<file path="src/rtl/arm_fetch.sv">
// Instruction fetch stage for arm_core: single-outstanding memory requests
// feeding an in-order {addr, data} prefetch FIFO, with redirect/flush support.
module arm_fetch #(
    parameter logic [29:0] RESET_VECTOR = 30'h0,
    parameter int          DEPTH        = 2
) (
    input  logic        clk,
    input  logic        rst,
    input  logic        halt,
    input  logic        redirect,
    input  logic [29:0] redirect_addr,
    input  logic        inst_ready,
    output logic        inst_valid,
    output logic [31:0] inst,
    output logic [29:0] inst_addr,
    output logic        imem_req,
    output logic [29:0] imem_addr,
    input  logic        imem_ack,
    input  logic [31:0] imem_data
);

    localparam int PW = $clog2(DEPTH);
    localparam int CW = $clog2(DEPTH) + 1;
    localparam logic [CW-1:0] FULL = CW'(DEPTH);

    typedef enum logic {
        RUN   = 1'b0,
        DRAIN = 1'b1
    } state_t;

    state_t         state;
    logic [29:0]    fetch_pc;
    logic [29:0]    req_addr;
    logic           busy;
    logic [PW-1:0]  head;
    logic [PW-1:0]  tail;
    logic [CW-1:0]  count;
    logic [29:0]    fifo_addr [DEPTH];
    logic [31:0]    fifo_data [DEPTH];

    logic space;
    logic ack;
    logic pop;
    logic push;

    // Handshakes: a memory request completes on imem_req && imem_ack and is held
    // stable until then; an instruction transfers on inst_valid && inst_ready.
    assign space      = (count < FULL);
    assign imem_req   = !rst && (busy || (state == RUN && !halt && space));
    assign imem_addr  = busy ? req_addr : fetch_pc;
    assign ack        = imem_req && imem_ack;
    assign inst_valid = (count != '0);
    assign pop        = inst_valid && inst_ready;
    assign push       = ack && (state == RUN) && !redirect;
    assign inst       = fifo_data[head];
    assign inst_addr  = fifo_addr[head];

    always_ff @(posedge clk or posedge rst) begin
        if (rst) begin
            state    <= RUN;
            fetch_pc <= RESET_VECTOR;
            req_addr <= '0;
            busy     <= 1'b0;
            head     <= '0;
            tail     <= '0;
            count    <= '0;
            for (int i = 0; i < DEPTH; i++) begin
                fifo_addr[i] <= '0;
                fifo_data[i] <= '0;
            end
        end else begin
            busy <= imem_req && !imem_ack;
            if (imem_req && !busy) begin
                req_addr <= fetch_pc;
            end

            if (redirect) begin
                // A request that is still open must finish before the new stream starts.
                fetch_pc <= redirect_addr;
                head     <= '0;
                tail     <= '0;
                count    <= '0;
                state    <= (imem_req && !imem_ack) ? DRAIN : RUN;
            end else begin
                if (ack) begin
                    if (state == RUN) begin
                        fetch_pc <= fetch_pc + 30'd1;
                    end
                    state <= RUN;
                end
                if (push) begin
                    fifo_addr[tail] <= imem_addr;
                    fifo_data[tail] <= imem_data;
                    tail            <= tail + 1'b1;
                end
                if (pop) begin
                    head <= head + 1'b1;
                end
                if (push && !pop) begin
                    count <= count + 1'b1;
                end else if (pop && !push) begin
                    count <= count - 1'b1;
                end
            end
        end
    end

endmodule

</file>
<file path="config.mk">
export PLATFORM = sky130hd
export DESIGN_NAME = arm_fetch
export DESIGN_NICKNAME = d
export VERILOG_FILES = /design/src/rtl/arm_fetch.sv
export SDC_FILE = /design/constraint.sdc
export NUM_CORES = 1
export LEC_CHECK = 0
export BUFFER_PORTS_ARGS = -buffer_cell sky130_fd_sc_hd__buf_2
export CAP_MARGIN = 25
export CORE_AREA = 2 2 127 129
export CTS_BUF_LIST = sky130_fd_sc_hd__clkbuf_2
export CTS_CLUSTER_DIAMETER = 200
export DETAILED_ROUTE_END_ITERATION = 8
export DIE_AREA = 0 0 129 131
export GPL_TIMING_DRIVEN = 0
export PLACE_DENSITY = 0.82
export SLEW_MARGIN = 20
export SYNTH_ARGS = -nofsm -noshare
export SYNTH_HDL_FRONTEND = slang
export SYNTH_SLANG_ARGS = --single-unit
</file>
<file path="constraint.sdc">
create_clock -name clk -period 10.1 [get_ports clk]
set_input_delay 2.02 -clock clk [delete_from_list [all_inputs] [get_ports clk]]
set_output_delay 2.02 -clock clk [all_outputs]
set_load 0.01 [all_outputs]
</file>
# Word-level counts from Yosys, hierarchy flattened
# Index checks and enable logic that the tools add are counted.
# classes
muxes,26
n_shift,0
n_reduce_logical,27
mul,0
n_bitwise,4
add_sub_neg,5
order_cmp,4
n_eq_ne,1
div_mod_pow,0
# op_table
op,count
2-to-1 mux 30 bit,8
2-to-1 mux 32 bit,4
bitwise mux 64 bit,1
bitwise mux 60 bit,1
demux 32 bit (select 1 bit),1
"adder 30 x 1 -> 30 bit, second input constant",1
demux 30 bit (select 1 bit),1
logical AND 1 bit,12
nonzero test 2 bit,4
logical NOT 1 bit,7
2-to-1 mux 1 bit,7
2-to-1 mux 2 bit,3
">= comparator 2 bit, second input constant",2
inverter 1 -> 2 bit,2
AND reduction 2 bit,2
nonzero test 3 bit,1
"adder 1 bit, second input constant",2
"adder 2 x 1 -> 2 bit, second input constant",1
"< comparator 2 x 1 -> 1 bit, second input constant",1
"< comparator 2 bit, second input constant",1
"inequality test 2 bit, second input constant",1
inverter 1 bit,2
"subtractor 2 x 1 -> 2 bit, second input constant",1
logical OR 1 bit,1
# totals
ram_bits,0
mem_count,0
ff_bits,190
wordCells,78
mem_bits_ro,0
latch_bits,0
in_bits,68

# Depth between registers and ports, before layout
# logic_depth
depth_word,13
depth_mapped,7
depth_no_buf,5

# Worst setup path after synthesis
# No wires, ideal clock.
# synth_path
path_kind,input port to output port
start,input rst
end,output imem_req
cell_stages,3
arrival_time_ps,7354
setup_slack_ps,726
required_time_ps,8080
cell_sequence,inv_1 -> o21ai_0 -> inv_1
# synth_via
elab_chain_cells,2
# synth_rtl
element,line,rtl
"start, declared",8,"input logic rst,"
logical NOT 1 bit (no line),--,
logical AND 1 bit,49,assign imem_req = !rst && (busy || (state == RUN && !halt && space));
"end, declared",16,"output logic imem_req,"
# No other way between the ends.

# Worst setup path in the final report
# Ends and elaborated chain as after synthesis.

==> out/results.md <==
| Result | Reported | Unit |
|:---|:---|:---|
| Outcome | finished, final reports clean | - |
| Maximum buffer depth of the clock tree | 2 | - |
| Post-layout power | 1.93 | mW |
| Total number of H-tree levels | 4 | - |
| Horizontal die dimension | 129 | µm |
| Cell Pwr Density | 188 | nW/µm² |
| I/O pin count | 162 | - |
| Setup-violating endpoint count in the final report | 0 | - |
| Final clock period utilization by the worst path | 56.9 | % |
| Clock latency at the later pin of the worst-skew pair | 770 | ps |
| Primary flip-flop cell chosen by synthesis mapping | sky130_fd_sc_hd__dfrtp_1 | - |
| Data required time of the critical path | 8080 | ps |
| Net count after synthesis | 749 | - |
| # hold bufs at CTS | 0 | - |
| Total leakage power | 4.67 | nW |
| Setup Skew | 35.8 | ps |
| Count of input and output buffers | 161 | - |
| Post-synth EDFFs | 0 | - |
| Worst IR drop on VDD | 0.109 | mV |
| Final weighted congestion in routability-driven placement | 0.830 | - |
| Fraction of the yosys area taken by sequential cells | 53.5 | % |
| Shortest clock period the worst path allows after layout | 5740 | ps |
| Antenna violations before repair | 5 | - |
| Maximum number of pins on one net before global-route repair | 76 | - |
| Standard-cell rows | 46 | - |
| Detailed-placement wirelength estimate | 13.9 | mm |
| Filler-free cell count of the finished design | 1094 | - |
| Layout overhead on the synthesized area | 15.9 | % |
| Mapped Cells | 680 | - |
| Setup repair after global routing missed its margin | false | - |
| Post-synthesis sequential element count | 190 | - |
| Via count of the first global-routing pass | 6058 | - |
| Final Instance Area | 10300 | µm² |
| Setup TNS Final | 0 | ps |
| CTS Buf Count | 17 | - |
| CTS tree | yes | - |
| Post-route antenna net violation count | 0 | - |
| Crit path DAT | 3720 | ps |
| Routed vias/inst | 5.64 | - |
| Async set or reset register ratio after synthesis | 100 | % |
| Cell area after technology mapping | 8890 | µm² |
| Layout cells sized above 1 | 52.6 | % |
| Vias after detailed routing | 6168 | - |
| Register-to-register setup slack | 7480 | ps |
| Worst slew slack as a fraction of its limit | 52.2 | % |
| Aggregate routed wire length | 19.3 | mm |
| Number of warnings issued by yosys | 0 | - |
| Inst Count DP | 1059 | - |
| Wire length of the first global-routing pass | 31.1 | mm |
| Most common cell after layout, fill and taps aside | sky130_fd_sc_hd__mux2_2 | - |
| Die boundary height | 131 | µm |
| # DRC | 0 | - |
| Quantity of gates resized following cts | 0 | - |
| Max Cap Viol | 0 | - |
| Total routing resource utilization after global routing | 23.5 | % |
| CP endpoint kind | primary output | - |
| CTS clock-pin slew for the worst setup and hold paths | 270 | ps |
| Start-to-end type of the worst setup path | in -> out | - |
| Average wire per cell in the routed design | 17.6 | µm |
| Achievable clock frequency | 174 | MHz |
| Total iterations of the first detailed-routing run | 8 | - |
| Worst-path fanout max | 75 | - |
| Tightest Pin Transition | 717 | ps |
| Core outline area | 15600 | µm² |
| Number of sinks handled by clock tree synthesis | 190 | - |
| Remaining Overflow, GRT | 0 | - |
| Initial Util | 57.0 | % |
| Number of DRC markers in iteration 0 | 353 | - |
| Count of final hold-check violations | 0 | - |
| Master cell of the clock root buffer | sky130_fd_sc_hd__clkbuf_2 | - |
| Post-CTS Repair Setup Buffers | 0 | - |
| Class of the worst hold path | reg -> reg | - |
| Post-Syn Area per Cell | 13.1 | µm² |
| Placed standard-cell area | 10000 | µm² |
| Final core utilization | 66.0 | % |
| Library cells used by synthesis | 37 | - |
| Highest-count cells in the layout ignoring fill and taps | sky130_fd_sc_hd__mux2_2 (244), sky130_fd_sc_hd__dfrtp_1 (190), sky130_fd_sc_hd__buf_2 (176), sky130_fd_sc_hd__nor2_1 (26), sky130_fd_sc_hd__nand2_1 (21) | - |
| Critical path launch point type | input pin | - |
| Total count of max-transition violations in the final report | 0 | - |
| NumNets Final | 931 | - |
| Floorplan die area | 16900 | µm² |
-- power by group --
group / total (mW) / leakage [nW] / switching (mW) / internal [mW]
Clock: 0.403 / 0.157 / 0.279 / 0.124
Sequential: 1.01 / 2.37 / 0.0915 / 0.922
Combinational: 0.516 / 2.15 / 0.226 / 0.289
Total: 1.93 / 4.67 / 0.597 / 1.34
-- metal layers --
layer | track usage, % | vias up | share of wire [%]
met2 | 37.7 | 165 | 49
met5 | 0 | - | 0.11
met1 | 31.9 | 3091 | 44
met3 | 5.70 | 36 | 5.5
met4 | 7.74 | 4 | 1.7
li1 | - | 2872 | -
-- flip-flops by register name, indices dropped and copies added, names as in the netlist --
signal	flops
fifo_addr	60
state	1
fetch_pc	30
fifo_data	64
head	1
req_addr	30
count	2
busy	1
tail	1
-- worst max-delay path, cell delays in order --
cell                      delay (ps)
sky130_fd_sc_hd__buf_2           140
sky130_fd_sc_hd__inv_8           270
sky130_fd_sc_hd__buf_16          370
sky130_fd_sc_hd__buf_16          330
sky130_fd_sc_hd__o21ai_0         270
sky130_fd_sc_hd__inv_1           140
sky130_fd_sc_hd__buf_2           140
-- per-stage QoR --
stage	hold slack (ps)	worst slack [ps]
floorplan	475	726
global placement	482	-1470
detailed placement	490	4250
CTS	543	4250
global route	555	4040
finish	540	4360
-- kinds of logic after synthesis --
| family | after synthesis | share of synthesized area, % |
|---|---|---|
| compound gates | 61 | 4.27 |
| xor+xnor | 9 | 0.887 |
| fa+ha+maj | 1 | 0.141 |
| buf+inv | 49 | 2.32 |
| flops | 190 | 53.5 |
| mux | 245 | 31.0 |
| simple gates | 125 | 7.86 |
-- cell type report --
| type | count | area (µm²) |
|---|---|---|
| multi-input combinational | 441 | 3930 |
| clock inverter | 15 | 179 |
| clock buffer | 17 | 85.1 |
| antenna | 3 | 7.51 |
| timing repair buffer | 163 | 861 |
| inverter | 6 | 30.0 |
| sequential | 190 | 4750 |
| tap | 216 | 270 |
| buffer | 43 | 184 |
| fill | 1186 | 5300 |
-- final timing paths --
| kind | end | cells past startpoint | start |
|---|---|---|---|
| setup reg to reg | fifo_addr[47] | 6 | busy |
| hold / removal | req_addr[4] | 1 | req_addr[4] |
| hold reg to reg | req_addr[4] | 1 | req_addr[4] |
| setup / recovery | imem_req | 7 | rst |
| min in group asynchronous | fetch_pc[11] | 2 | rst |
| max in group asynchronous | fifo_data[37] | 4 | rst |
-- synthesized netlist by cell type, types with 3 or more instances --
master | n | area, µm²
sky130_fd_sc_hd__nor2b_1 | 5 | 31.3
sky130_fd_sc_hd__a21oi_1 | 3 | 15.0
sky130_fd_sc_hd__or4_1 | 15 | 113
sky130_fd_sc_hd__and3_1 | 4 | 25.0
sky130_fd_sc_hd__inv_1 | 6 | 22.5
sky130_fd_sc_hd__o31ai_1 | 12 | 90.1
sky130_fd_sc_hd__dfrtp_1 | 190 | 4750
sky130_fd_sc_hd__xor2_1 | 7 | 61.3
sky130_fd_sc_hd__mux2_2 | 244 | 2750
sky130_fd_sc_hd__clkbuf_1 | 19 | 71.3
sky130_fd_sc_hd__o21ai_0 | 20 | 100
sky130_fd_sc_hd__buf_1 | 8 | 30.0
sky130_fd_sc_hd__buf_2 | 15 | 75.1
sky130_fd_sc_hd__nand4_1 | 10 | 62.6
sky130_fd_sc_hd__a31oi_1 | 19 | 119
sky130_fd_sc_hd__nor2_1 | 26 | 97.6
sky130_fd_sc_hd__nand2_1 | 21 | 78.8
sky130_fd_sc_hd__and4_1 | 6 | 52.6
sky130_fd_sc_hd__or3_1 | 9 | 56.3
sky130_fd_sc_hd__a22oi_1 | 3 | 22.5
sky130_fd_sc_hd__nand3_1 | 16 | 80.1
No activity file was read; power rests on OpenSTA's default activity.
